`src/rtl/alu_pkg.sv`:
```
// Shared ALU op encodings, controller state encoding and the round-robin pick.
package alu_pkg;

  localparam logic [2:0] ALU_ADD = 3'b000;
  localparam logic [2:0] ALU_SUB = 3'b001;
  localparam logic [2:0] ALU_AND = 3'b010;
  localparam logic [2:0] ALU_OR  = 3'b011;
  localparam logic [2:0] ALU_SLT = 3'b100;

  typedef enum logic [1:0] {
    ST_IDLE = 2'd0,
    ST_EXEC = 2'd1,
    ST_RESP = 2'd2
  } state_e;

  // One-hot grant; on contention the requester not served last wins.
  function automatic logic [1:0] rr_pick(input logic [1:0] valid, input logic last);
    logic [1:0] g;
    case (valid)
      2'b01:   g = 2'b01;
      2'b10:   g = 2'b10;
      2'b11:   g = last ? 2'b01 : 2'b10;
      default: g = 2'b00;
    endcase
    return g;
  endfunction

endpackage

```
`src/rtl/alu.sv`:
```
// Combinational ALU: add/sub wrap, bitwise and/or, unsigned set-less-than.
module alu
  import alu_pkg::*;
#(
  parameter int DATA_W = 16
) (
  input  logic [DATA_W-1:0] a_i,
  input  logic [DATA_W-1:0] b_i,
  input  logic [2:0]        op_i,
  output logic [DATA_W-1:0] result_o
);

  always_comb begin
    result_o = a_i + b_i;
    case (op_i)
      ALU_SUB: result_o = a_i - b_i;
      ALU_AND: result_o = a_i & b_i;
      ALU_OR:  result_o = a_i | b_i;
      ALU_SLT: result_o = {{(DATA_W-1){1'b0}}, (a_i < b_i)};
      default: result_o = a_i + b_i;
    endcase
  end

endmodule

```
`src/rtl/alu_arbiter.sv`:
```
// Two-requester round-robin front end sharing one ALU: accept, execute, hold
// the response until the granted requester takes it.
module alu_arbiter
  import alu_pkg::*;
#(
  parameter int DATA_W = 16
) (
  input  logic              clk,
  input  logic              rst_n,
  input  logic [1:0]        req_valid,
  output logic [1:0]        req_ready,
  input  logic [DATA_W-1:0] req0_a,
  input  logic [DATA_W-1:0] req0_b,
  input  logic [DATA_W-1:0] req1_a,
  input  logic [DATA_W-1:0] req1_b,
  input  logic [2:0]        req0_op,
  input  logic [2:0]        req1_op,
  output logic [1:0]        resp_valid,
  input  logic [1:0]        resp_ready,
  output logic [DATA_W-1:0] resp_result,
  output logic              resp_zero,
  output logic              busy
);

  state_e            state_q;
  logic              last_grant_q;
  logic              grant_q;
  logic [1:0]        resp_valid_q;
  logic              busy_q;
  logic [DATA_W-1:0] result_q;
  logic              zero_q;
  logic [DATA_W-1:0] a_q;
  logic [DATA_W-1:0] b_q;
  logic [2:0]        op_q;

  logic [1:0]        grant_d;
  logic              accept;
  logic              accept_idx;
  logic [DATA_W-1:0] alu_res;

  assign grant_d    = rr_pick(req_valid, last_grant_q);
  // Gated by rst_n so nothing is offered while reset is held.
  assign req_ready  = (rst_n && (state_q == ST_IDLE)) ? grant_d : 2'b00;
  assign accept     = |(req_valid & req_ready);
  assign accept_idx = req_ready[1];

  alu #(.DATA_W(DATA_W)) u_alu (
    .a_i      (a_q),
    .b_i      (b_q),
    .op_i     (op_q),
    .result_o (alu_res)
  );

  always_ff @(posedge clk or negedge rst_n) begin
    if (!rst_n) begin
      state_q      <= ST_IDLE;
      last_grant_q <= 1'b1;
      grant_q      <= 1'b0;
      resp_valid_q <= 2'b00;
      busy_q       <= 1'b0;
      result_q     <= '0;
      zero_q       <= 1'b0;
    end else begin
      case (state_q)
        ST_IDLE: begin
          if (accept) begin
            grant_q      <= accept_idx;
            last_grant_q <= accept_idx;
            busy_q       <= 1'b1;
            state_q      <= ST_EXEC;
          end
        end
        ST_EXEC: begin
          result_q     <= alu_res;
          zero_q       <= (alu_res == '0);
          resp_valid_q <= grant_q ? 2'b10 : 2'b01;
          state_q      <= ST_RESP;
        end
        ST_RESP: begin
          // Only the granted requester's ready releases the response.
          if (resp_ready[grant_q]) begin
            resp_valid_q <= 2'b00;
            busy_q       <= 1'b0;
            state_q      <= ST_IDLE;
          end
        end
        default: begin
          resp_valid_q <= 2'b00;
          busy_q       <= 1'b0;
          state_q      <= ST_IDLE;
        end
      endcase
    end
  end

  // Operand capture needs no reset: it is only consumed after an accept.
  always_ff @(posedge clk) begin
    if ((state_q == ST_IDLE) && accept) begin
      a_q  <= accept_idx ? req1_a  : req0_a;
      b_q  <= accept_idx ? req1_b  : req0_b;
      op_q <= accept_idx ? req1_op : req0_op;
    end
  end

  assign resp_valid  = resp_valid_q;
  assign resp_result = result_q;
  assign resp_zero   = zero_q;
  assign busy        = busy_q;

endmodule
```
`config.mk`:
```
export PLATFORM = sky130hd
export DESIGN_NAME = alu_arbiter
export DESIGN_NICKNAME = d
export VERILOG_FILES = /design/src/rtl/alu_pkg.sv /design/src/rtl/alu.sv /design/src/rtl/alu_arbiter.sv
export SDC_FILE = /design/constraint.sdc
export NUM_CORES = 1
export LEC_CHECK = 0
export ABC_AREA = 0
export ABC_CLOCK_PERIOD_IN_PS = 2600
export BUFFER_PORTS_ARGS = -buffer_cell sky130_fd_sc_hd__buf_2
export CORE_UTILIZATION = 51
export CTS_BUF_LIST = sky130_fd_sc_hd__clkbuf_16
export DETAILED_ROUTE_END_ITERATION = 7
export HOLD_SLACK_MARGIN = 0.02
export PLACE_DENSITY = 0.86
export SLEW_MARGIN = 10
export SYNTH_ARGS = -nofsm -noshare
export SYNTH_HDL_FRONTEND = slang
export SYNTH_SLANG_ARGS = --single-unit
export TNS_END_PERCENT = 30
```
`constraint.sdc`:
```
create_clock -name clk -period 2.6 [get_ports clk]
set_input_delay 0.78 -clock clk [delete_from_list [all_inputs] [get_ports clk]]
set_output_delay 0.78 -clock clk [all_outputs]
set_load 0.005 [all_outputs]
```
==> results.cfg, run 1 <==
[synthesis]
yosysSeqAreaShare_pct = 33.6
async_flop_share_pct = 40.7
yosys-top-cells-count = 144 x nand2_1, 54 x inv_1, 48 x ha_1
synth.top_cell.area_share_pct = 21.4
syn_avg_cell_area_um2 = 8.33
synth_edf_count = 35
yosys.area.top_type = edfxtp_1
ys_seq_elements = 59
synth-main-ff-cell = edfxtp_1
synth_most_common_cell = nand2_1
yosys_warnings = 0
syn_area_um2 = 4920
synthTopCellsByArea = edfxtp_1 21%, ha_1 12%, dfrtp_1 12%
syn_nets = 716
ys_types = 78
syn-instance-count = 590

[clock_tree]
path_clk_slew_ps = 60
clk_latency_ps = 330
cts-buffers-inserted = 9
cts_root_buffer = clkbuf_16
cts_tree = done
cts_buffer_depth = 2
clock-sinks = 59
cts_hold_buf = 0
cts_max_level = 3

[detailed_routing]
via_per_inst = 5.51
route.detailed.drc = 0
wire_per_inst_um = 15.8
drt_iter0_markers = 374
antenna_left = 0
routed_wl_um = 14400
first_pass_iters = 5
vias = 5027

[power]
p_per_area_nw_per_um2 = 888
p_leak_nw = 3.37
power.total_mw = 6.13
vdd_drop_max_mv = 0.456

[placed_design]
gp_congestion = 0.921
placedCellCount = 887
place_area_um2 = 6210
dp_hpwl_um = 10900
io_buffers = 97

[die]
core_area_um2 = 9280
die_w_um = 100
die_area_um2 = 10000
initial_core_util_pct = 53.0
fp.dieH_um = 100
rows = 35
ioPinCount = 98

[critical_path]
startpoint_type = flip-flop
cp-end-kind = flip-flop
crit_fanout = 4
crit_required_ps = 2860
critical_path_arrival_ps = 3150
path_class = flip-flop to flip-flop

[grt]
grt_pass1_wl_um = 23100
grt_overflow = 0
grt_usage_pct = 29.4
grt_pass1_vias = 4710
grt_max_degree = 38
antenna_found_initial = 0

[final_layout]
fillerInstances = 691
antenna_cells = 0
instances_no_fill = 913
fin_nets = 905
postLayoutCellArea_um2 = 6900
layout-drive-gt1-share_pct = 38.5
finish.utilization_pct = 74.3
synthToLayoutAreaGrowth_pct = 40.4

[timing]
whs_ps = 459
slew_headroom_pct = 63.9
finalCritPeriodShare_pct = 111
rsz0062_at_grt = true
setup_viol = 3
clock_skew_ps = 8.25
fin_crit_ps = 2890
slew_violations = 0
final_hold_viol_count = 0
worst_pin_slew_ps = 539
setup_slack_ps = -291
fmax_mhz = 346

[outcome]
status = finished with violations
violations = negative setup slack

[min_path]
min_path_type = primary input to async pin

[job]
maxCapViolCount = 0
-- cell usage in the layout, fill, tap and decap left out, types with 7 or more instances in the layout --
master / synthesis / layout
a21o_1: 8 / 8
dfrtp_1: 23 / 23
inv_1: 54 / 51
ha_1: 48 / 37
a21oi_1: 34 / 26
nor2_1: 32 / 30
a221o_1: 7 / 7
edfxtp_1: 35 / 35
nand2_1: 144 / 143
buf_2: 6 / 97
o21ai_0: 40 / 34
clkbuf_16: 0 / 9
a21oi_2: 0 / 8
buf_4: 5 / 106
-- power breakdown --
group / internal (mW) / switching, mW
clock network: 0.731 / 0.432
logic: 1.64 / 1.84
registers: 1.32 / 0.163
total: 3.69 / 2.44
-- path summary, 6_finish.rpt --
path,endpoint,depth (start not counted),from,slack [ps]
worst min-delay path,resp_result[2],2,rst_n,460
min in group clk,last_grant_q,2,last_grant_q,470
worst max register to register,resp_zero,11,b_q[0],-290
worst max-delay path,resp_zero,11,b_q[0],-290
max in group asynchronous,last_grant_q,2,rst_n,1860
worst min register to register,last_grant_q,2,last_grant_q,470
-- state kept, by name, indices dropped and copies added (netlist names) --
name / cells
busy: 1
grant_q: 1
state_q: 2
resp_valid: 2
a_q: 16
op_q: 3
resp_result: 16
b_q: 16
last_grant_q: 1
resp_zero: 1
-- cell families (layout without fill, tap and decap cells) --
family	count (synthesis)	in the layout	synth area share, %
multiplexers	7	7	1.53
AND/OR/NAND/NOR	221	221	20.1
buffers and inverters	84	278	6.95
adder cells (fa/ha/maj)	50	50	13.0
flip-flops	59	59	33.6
XOR/XNOR	4	4	1.02
AO/OA/AOI/OAI	165	165	23.8
-- metrics by stage --
step           setup slack [ps]  setup TNS (ps)
2_1_floorplan             -99.4           -99.4
3_3_place_gp               -298            -545
3_5_place_dp               -410            -992
4_1_cts                    -351            -905
5_1_grt                    -418            -970
6_report                   -291            -358
-- area by class of cell --
cell class	count	area [µm²]	share of cell area, %
clock inverter	7	58.8	0.852
multi-input combinational	447	3260	47.2
sequential	59	1650	23.9
inverter	56	213	3.08
tap	129	161	2.34
clock buffer	9	225	3.26
timing repair buffer	206	1330	19.3
-- timing repair --
item                                    4_1_cts  5_1_grt
buffers inserted                              2        8
endpoints found under the setup margin        6       10
pin swaps                                     1       33
resized for setup                            11       65
-- layer usage --
layer,GRT usage (%),share of wire [%]
met1,41.2,45
met2,46.5,46
met3,5.64,6.8
met4,7.58,1.9
met5,0,0
-- worst max-delay path, cell delays in order (launching register included) --
cell and delay (ps):
edfxtp_1 390, ha_2 220, fa_2 380, o21ba_4 220
nor4_4 230, nor2_1 80, o31a_1 260, a221o_1 310
a21oi_2 140, and4_1 200, and4_1 200, a41o_1 170
Power figures use the tool's default switching activity.
==> run 2: changes to the inputs <==
--- a/config.mk
+++ b/config.mk
@@ -13,6 +13,7 @@
 export DETAILED_ROUTE_END_ITERATION = 7
 export HOLD_SLACK_MARGIN = 0.02
 export PLACE_DENSITY = 0.86
+export SETUP_SLACK_MARGIN = 0.15
 export SLEW_MARGIN = 10
 export SYNTH_ARGS = -nofsm -noshare
 export SYNTH_HDL_FRONTEND = slang
==> results.cfg, run 2 (synthesis results as in run 1) <==
[outcome]
status = finished with violations
violations = negative setup slack

[timing]
whs_ps = 461
finalCritPeriodShare_pct = 111
rsz0062_at_grt = true
clock_skew_ps = 9.27
setup_slack_ps = -275
fmax_mhz = 348
slew_violations = 0
fin_crit_ps = 2880
worst_pin_slew_ps = 573
setup_viol = 4
slew_headroom_pct = 61.5
final_hold_viol_count = 0

[clock_tree]
clock-sinks = 59
cts_root_buffer = clkbuf_16
cts_buffer_depth = 2
cts_max_level = 3
cts_tree = done
clk_latency_ps = 340
cts-buffers-inserted = 9
path_clk_slew_ps = 60

[final_layout]
postLayoutCellArea_um2 = 6910
final_cell_mix = 143 x nand2_1, 105 x buf_4, 97 x buf_2
layout-drive-gt1-share_pct = 39.2
finish.utilization_pct = 74.4
antenna_cells = 0
final_common_cell = nand2_1
fin_nets = 905
instances_no_fill = 913
fillerInstances = 698
synthToLayoutAreaGrowth_pct = 40.6

[critical_path]
crit_required_ps = 2810
rr_worst_depth = 13
cp-end-kind = flip-flop
critical_path_arrival_ps = 3090
startpoint_type = flip-flop
reg2reg_slack_ps = -280
crit_fanout = 4
worstReg2RegStart = b_q[0]
worstReg2RegEnd = resp_zero
path_class = flip-flop to flip-flop

[grt]
antenna_found_initial = 0
grt_max_degree = 38
grt_pass1_wl_um = 23500
grt_pass1_vias = 4799
grt_usage_pct = 30.1
grt_overflow = 0

[placed_design]
io_buffers = 97
gp_congestion = 0.921
dp_hpwl_um = 10900
place_area_um2 = 6210
placedCellCount = 887

[die]
die_w_um = 100
core_area_um2 = 9280
initial_core_util_pct = 53.0
rows = 35
fp.dieH_um = 100
ioPinCount = 98
die_area_um2 = 10000

[detailed_routing]
route.detailed.drc = 0
wire_per_inst_um = 16.1
via_per_inst = 5.53
vias = 5048
drt_iter0_markers = 404
antenna_left = 0
first_pass_iters = 5
routed_wl_um = 14700

[power]
vdd_drop_max_mv = 0.458
power.total_mw = 6.19
p_leak_nw = 3.37
p_per_area_nw_per_um2 = 896

[min_path]
min_path_type = primary input to async pin

[job]
maxCapViolCount = 0
[run 2: worst max path at each step]
stage | from | endpoint | slack [ps]
2_1_floorplan | b_q[0] | resp_zero | -100
3_3_place_gp | b_q[0] | resp_zero | -300
3_5_place_dp | a_q[0] | resp_zero | -410
4_1_cts | b_q[0] | resp_zero | -350
5_1_grt | b_q[9] | resp_zero | -410
6_report | b_q[0] | resp_zero | -280
[run 2: cell type report]
cell class	instances	area [µm²]	share of cell area [%]
well taps	129	161	2.34
flip-flops and latches	59	1650	23.9
repair buffers	206	1340	19.3
clock buffers	9	225	3.26
multi-input cells	447	3270	47.3
inverters	56	210	3.04
clock inverters	7	58.8	0.851
[run 2: metal layers]
metal | global-route usage, % | routed length (µm) | share of wire (%)
met3 | 6.20 | 1080 | 7.3
met5 | 0 | 0 | 0
met1 | 41.2 | 6500 | 44
met2 | 48.0 | 6820 | 46
met4 | 9.14 | 337 | 2.3
[run 2: power by group]
| part | internal [mW] | switching [mW] | total, mW |
|---|---|---|---|
| clock network | 0.731 | 0.434 | 1.17 |
| logic | 1.67 | 1.87 | 3.54 |
| registers | 1.32 | 0.167 | 1.49 |
[run 2: repair_timing]
action | 4_1_cts | 5_1_grt
hold buffers | 0 | 0
endpoints found under the setup margin | 10 | 13
hold endpoints to repair | 0 | 0
gates resized for setup | 40 | 42
pin swaps | 9 | 19
setup buffers | 5 | 5
[run 2: through the flow]
stage               setup TNS (ps)  setup WS [ps]
finish                        -515           -275
global route                 -1330           -409
floorplan                    -99.4          -99.4
detailed placement            -992           -410
CTS                           -801           -346
global placement              -545           -298
[run 2: worst max-delay path, stage by stage (launching register included)]
cell      delay [ps]
edfxtp_1         350
buf_4            130
ha_4             140
inv_2             40
fa_2             390
nor2b_4          180
o31ai_4          110
a221o_1          350
a32oi_2          190
a21oi_2           60
nor4b_2          160
and4_1           200
and4_1           200
a41o_1           240
